==> src/rtl/rca_config_sequencer.sv <==
// Walks a config program of 32-bit records in config memory and issues one register-class
// write per record, stopping on END, an illegal record, the word limit or an abort.
module rca_config_sequencer #(
    parameter int unsigned NUM_RCAS   = 4,
    parameter int unsigned CFG_ADDR_W = 8,
    parameter int unsigned MAX_WORDS  = 64
) (
    input  logic                               clk,
    input  logic                               rst,
    input  logic                               start,
    input  logic [$clog2(NUM_RCAS)-1:0]        start_rca_sel,
    input  logic [CFG_ADDR_W-1:0]              start_base,
    input  logic                               abort,
    output logic                               ready,
    output logic                               mem_rd_en,
    output logic [CFG_ADDR_W-1:0]              mem_addr,
    input  logic [31:0]                        mem_rdata,
    output logic [$clog2(NUM_RCAS)-1:0]        cfg_rca_sel,
    output logic                               grid_mux_wr_en,
    output logic                               io_mux_wr_en,
    output logic                               result_mux_wr_en,
    output logic                               io_use_wr_en,
    output logic                               cpu_fb_reg_wr_en,
    output logic                               cpu_nfb_reg_wr_en,
    output logic [11:0]                        cfg_addr,
    output logic [15:0]                        cfg_data,
    output logic                               done,
    output logic                               error,
    output logic                               aborted,
    output logic [$clog2(MAX_WORDS+1)-1:0]     words_loaded
);
    localparam int unsigned SelW = $clog2(NUM_RCAS);
    localparam int unsigned CntW = $clog2(MAX_WORDS + 1);

    typedef enum logic [1:0] {StIdle, StRead, StDecode, StFinish} state_e;

    state_e                state_q, state_d;
    logic [CFG_ADDR_W-1:0] ptr_q, ptr_d;
    logic [SelW-1:0]       sel_q, sel_d;
    logic [CntW-1:0]       words_q, words_d;
    logic [CntW-1:0]       rd_cnt_q, rd_cnt_d;
    logic                  err_q, err_d;
    logic [5:0]            wr_vec;
    logic [3:0]            rec_type;

    assign rec_type          = mem_rdata[31:28];
    assign mem_addr          = ptr_q;
    assign cfg_rca_sel       = sel_q;
    assign words_loaded      = words_q;
    assign grid_mux_wr_en    = wr_vec[0];
    assign io_mux_wr_en      = wr_vec[1];
    assign result_mux_wr_en  = wr_vec[2];
    assign io_use_wr_en      = wr_vec[3];
    assign cpu_fb_reg_wr_en  = wr_vec[4];
    assign cpu_nfb_reg_wr_en = wr_vec[5];

    always_comb begin
        state_d   = state_q;
        ptr_d     = ptr_q;
        sel_d     = sel_q;
        words_d   = words_q;
        rd_cnt_d  = rd_cnt_q;
        err_d     = err_q;
        ready     = 1'b0;
        mem_rd_en = 1'b0;
        wr_vec    = 6'b0;
        cfg_addr  = 12'h000;
        cfg_data  = 16'h0000;
        done      = 1'b0;
        error     = 1'b0;
        aborted   = 1'b0;
        unique case (state_q)
            StIdle: begin
                ready = 1'b1;
                if (start) begin
                    sel_d    = start_rca_sel;
                    ptr_d    = start_base;
                    words_d  = '0;
                    rd_cnt_d = '0;
                    err_d    = 1'b0;
                    state_d  = StRead;
                end
            end
            StRead: begin
                if (abort) begin
                    aborted = 1'b1;
                    state_d = StIdle;
                end else begin
                    mem_rd_en = 1'b1;
                    rd_cnt_d  = rd_cnt_q + CntW'(1);
                    state_d   = StDecode;
                end
            end
            StDecode: begin
                // Abort takes priority over the record being decoded this cycle.
                if (abort) begin
                    aborted = 1'b1;
                    state_d = StIdle;
                end else begin
                    case (rec_type)
                        4'd0: begin
                            err_d   = 1'b0;
                            state_d = StFinish;
                        end
                        4'd1, 4'd2, 4'd3, 4'd4, 4'd5, 4'd6: begin
                            wr_vec   = 6'b000001 << (rec_type - 4'd1);
                            cfg_addr = mem_rdata[27:16];
                            cfg_data = mem_rdata[15:0];
                            words_d  = words_q + CntW'(1);
                            ptr_d    = ptr_q + CFG_ADDR_W'(1);
                            if (rd_cnt_q == CntW'(MAX_WORDS)) begin
                                err_d   = 1'b1;
                                state_d = StFinish;
                            end else begin
                                state_d = StRead;
                            end
                        end
                        default: begin
                            err_d   = 1'b1;
                            state_d = StFinish;
                        end
                    endcase
                end
            end
            StFinish: begin
                if (abort) begin
                    aborted = 1'b1;
                end else begin
                    done  = 1'b1;
                    error = err_q;
                end
                state_d = StIdle;
            end
        endcase
    end

    always_ff @(posedge clk) begin
        if (rst) begin
            state_q  <= StIdle;
            ptr_q    <= '0;
            sel_q    <= '0;
            words_q  <= '0;
            rd_cnt_q <= '0;
            err_q    <= 1'b0;
        end else begin
            state_q  <= state_d;
            ptr_q    <= ptr_d;
            sel_q    <= sel_d;
            words_q  <= words_d;
            rd_cnt_q <= rd_cnt_d;
            err_q    <= err_d;
        end
    end
endmodule

==> config.mk <==
export PLATFORM = sky130hd
export DESIGN_NAME = rca_config_sequencer
export DESIGN_NICKNAME = d
export VERILOG_FILES = /design/src/rtl/rca_config_sequencer.sv
export SDC_FILE = /design/constraint.sdc
export NUM_CORES = 1
export LEC_CHECK = 0
export CORE_ASPECT_RATIO = 1.5
export CORE_MARGIN = 2
export CORE_UTILIZATION = 37
export CTS_BUF_LIST = sky130_fd_sc_hd__clkbuf_4 sky130_fd_sc_hd__clkbuf_8 sky130_fd_sc_hd__clkbuf_16
export DETAILED_ROUTE_END_ITERATION = 6
export GPL_TIMING_DRIVEN = 0
export PLACE_DENSITY = 0.78
export SYNTH_ARGS = -nofsm -noshare
export SYNTH_HDL_FRONTEND = slang
export SYNTH_SLANG_ARGS = --single-unit
==> constraint.sdc <==
create_clock -name clk -period 5 [get_ports clk]
set_input_delay 1.25 -clock clk [delete_from_list [all_inputs] [get_ports clk]]
set_output_delay 1.25 -clock clk [all_outputs]
set_load 0.005 [all_outputs]
==> results.md <==
| Group | Item | Reported |
| --- | --- | --- |
| clocking | CTS Root Buffer Type | clkbuf_8 |
| clocking | Number of gates resized after cts | 0 |
| clocking | CTS tree | done |
| worst setup path | Capture instance of the worst register-to-register path | mem_addr[0] |
| pwr | Total power per unit cell area | 163 mW/mm² |
| outcome | Run status | completed |
| clocking | Level count of the clock H-tree | 1 |
| floorplanning | Die Height | 89.0 µm |
| worst setup path | Reg2Reg Setup Slack | 3.28 ns |
| finish | Final Net Count | 385 |
| floorplanning | Top-level I/O count | 102 |
| sta | Final total negative setup slack | 0 ns |
| detailed routing | First DRT Iteration DRCs | 61 |
| detailed routing | Number of antenna-violating nets in the routed design | 0 |
| grt | Largest net degree at the start of global routing | 15 |
| floorplanning | Standard cell core area | 0.00458 mm² |
| placed design | Placement Cell Area | 0.00286 mm² |
| yosys | Warning count from the yosys run | 0 |
| grt | Leftover overflow at the end of global routing | 0 |
| worst setup path | Required time at the endpoint of the critical path | 3.75 ns |
| min path | Startpoint of the lowest-slack hold path | err_q |
| sta | Max Slew Vio Count | 0 |
| floorplanning | # rows | 30 |
| clocking | Total number of clock tree sinks | 27 |
| yosys | Sequential element share of the synthesized area | 30.3% |
| yosys | Synthesized area | 0.00178 mm² |
| sta | Slew @ Worst Pin | 0.648 ns |
| worst setup path | Worst Path Max Fanout | 10 |
| sta | Setup repair after global routing missed its margin | no |
| placed design | Post-detail-place hpwl | 4.48 mm |
| detailed routing | Remaining design rule violation count | 0 |
| yosys | Synthesized Nets | 280 |
| clocking | Number of hold-repair buffers added at the cts stage | 0 |
| placed design | Port Buffers | 100 |
| worst setup path | Kind of critical path | input port to output pin |
| pwr | P_leak | 0.00113 µW |
| finish | Layout cells sized above 1 | 5.71% |
| finish | Post-route standard cell area excluding fillers | 0.00291 mm² |
| clocking | Number of buffers inserted during clock tree synthesis | 3 |
| min path | Number of cells on the worst hold path | 2 |
| sta | Maximum achievable frequency | 211 MHz |
| yosys | Syn Area/Cell | 7.79 µm² |
| floorplanning | Die Footprint | 0.00540 mm² |
| grt | Vias in the first global route | 1857 |
| sta | Setup violators final | 0 |
| grt | Global-route wire length before repair | 8.42 mm |
| yosys | Cell variety after synth | 45 |
| finish | FF+latch area | 541 µm² |
| sta | Worst-case clock skew | 0.00217 ns |
| floorplanning | Horiz. Die Dim | 60.7 µm |
| detailed routing | Vias | 2113 |
| sta | Final worst path period need | 4.73 ns |
| grt | Initial antenna violation count | 0 |
| pwr | Worst VDD drop | 125 µV |
| worst setup path | Crit path launch type | input port |
| finish | Number of filler cells placed in the layout | 418 |
| detailed routing | Number of vias per cell | 5.32 |
| sta | Number of hold violations in the final report | 0 |
| detailed routing | Average wire per standard cell | 14.0 µm |
| detailed routing | Drt pass-1 iters | 4 |
| worst setup path | Start of the worst register-to-register path | state_q[1] |
| worst setup path | Arrival time of data at the critical path endpoint | 3.48 ns |
| detailed routing | Total length of routed wires | 5.58 mm |
| flow run | Maximum Capacitance Violations | 0 |
| worst setup path | R2R cell count | 5 |
| clocking | Clock latency of the later-clocked register in the worst-skew pair | 0.27 ns |
| finish | Count of inserted antenna diode cells | 0 |
| clocking | Number of setup buffers added after CTS | 0 |
| grt | GRT Util Overall | 20.0% |
| placed design | Weighted congestion reported at the end of routability-driven placement | 0.936 |
| floorplanning | Initial Util | 38.9% |
| clocking | Clock Path Buffers | 2 |
| worst setup path | CP Capture Type | output pin |
| finish | Area added between synthesis and finish | 63.4% |
| sta | Slew HR | 56.6% |
| yosys | Number of instances in the synthesized netlist | 229 |
| min path | Terminating pin of the worst hold path | err_q |
| finish | Combined area of the multi-input logic cells | 0.00113 mm² |
| clocking | Clk slew on worst S/H paths | 0.08 ns |
| yosys | Number of flip-flops and latches in the synthesized netlist | 27 |
| sta | Share of the clock period used by the worst path after layout | 94.6% |
| min path | Class of the tightest hold or removal check | flop to flop |
state kept, by name, summed over array words and instances (netlist names):
register / flops
state_q: 2
rd_cnt_q: 7
cfg_rca_sel: 2
words_loaded: 7
err_q: 1
mem_addr: 8
where the power goes:
part	internal (µW)	leakage (µW)	switching, µW	total (µW)
combinational	66.3	0.000887	50.2	116
sequential	223	0.000220	9.68	233
clock	62.4	0.0000262	63.3	126
stage by stage:
stage	total power [µW]	std cells	util [%]	setup WS, ns	hold slack [ns]
6_report	475	397	63.6	0.269	0.479
5_1_grt	500	397	63.6	0.124	0.492
4_1_cts	479	397	63.6	0.131	0.474
2_1_floorplan	285	229	-	1.42	0.427
3_3_place_gp	353	393	62.5	0.200	0.463
3_5_place_dp	354	393	62.5	0.144	0.460
layout by cell type (no fill, tap or decap), drive strengths merged, types with 4 or more instances in the layout:
cell type      synthesis  layout
clkdlybuf4s50          0     100
and3                  33      33
dfxtp                 27      27
nor2                  18      18
a21oi                 18      18
clkbuf                10      14
nand2                 13      13
inv                   10      10
o31ai                 10      10
o21ai                  8       8
nor3                   8       8
nand2b                 7       7
buf                    6       6
nor4                   5       5
or4                    5       5
xor2                   5       5
ha                     5       5
nand4                  4       4
o2111ai                4       4
cell usage after synthesis (all sizes together):
library cell / count / area (µm²)
a311oi: 2 / 17.5
and3b: 1 / 8.76
o311ai: 1 / 8.76
nor3b: 3 / 27.5
nand4: 4 / 25.0
and3: 33 / 211
a21o: 1 / 7.51
or4b: 1 / 10.0
a21oi: 18 / 93.8
and2: 2 / 12.5
o31ai: 10 / 80.1
ha: 5 / 62.6
a41o: 1 / 10.0
buf: 6 / 32.5
o21ai: 8 / 40.0
nor2: 18 / 67.6
a31oi: 3 / 18.8
clkbuf: 10 / 37.5
mux2i: 2 / 20.0
o31a: 1 / 8.76
nor3: 8 / 50.1
nor2b: 2 / 12.5
o41ai: 1 / 8.76
xor2: 5 / 43.8
o2111ai: 4 / 35.0
nand3: 3 / 15.0
inv: 10 / 37.5
a211oi: 2 / 15.0
nand2: 13 / 48.8
a211o: 2 / 17.5
or4: 5 / 37.5
or2: 1 / 6.26
nand2b: 7 / 51.3
a311o: 1 / 10.0
dfxtp: 27 / 541
or3: 2 / 12.5
nor4: 5 / 31.3
o32ai: 1 / 8.76
worst max path at each step:
stage	depth (start not counted)	slack, ns	from	to
2_1_floorplan	5	1.42	mem_rdata[31]	grid_mux_wr_en
3_3_place_gp	7	0.20	mem_rdata[28]	grid_mux_wr_en
3_5_place_dp	7	0.14	mem_rdata[28]	io_mux_wr_en
4_1_cts	7	0.13	mem_rdata[28]	io_mux_wr_en
5_1_grt	7	0.12	mem_rdata[28]	grid_mux_wr_en
6_report	7	0.27	mem_rdata[28]	io_mux_wr_en
critical path, cell delays in order:
cell	delay (ns)
clkdlybuf4s50_1	0.51
and3_4	0.25
nor3_2	0.25
clkbuf_2	0.24
nand2_1	0.14
nor4_1	0.28
clkdlybuf4s50_1	0.56
metal layers:
metal	vias to the layer above	share of wire, %	track usage, %
met5	-	0	0
met4	0	2.0	8.50
met3	12	11	4.05
met2	103	50	36.9
met1	942	37	21.3
li1	1056	-	-
cell type report:
| type | instances | share of cell area, % |
|---|---|---|
| Multi-Input combinational cell | 176 | 38.9 |
| Timing Repair Buffer | 100 | 34.3 |
| Tap cell | 64 | 2.75 |
| Clock buffer | 4 | 1.67 |
| Sequential cell | 27 | 18.5 |
| Inverter | 10 | 1.29 |
| Buffer | 16 | 2.45 |
cells by family after synthesis:
kind of cell | count (synthesis) | share of synthesized area (%)
buffers and inverters | 26 | 6.04
AO/OA/AOI/OAI | 56 | 21.3
XOR/XNOR | 5 | 2.46
multiplexers | 2 | 1.12
AND/OR/NAND/NOR | 108 | 35.2
adder cells (fa/ha/maj) | 5 | 3.51
flip-flops | 27 | 30.3
Power figures use the tool's default switching activity.
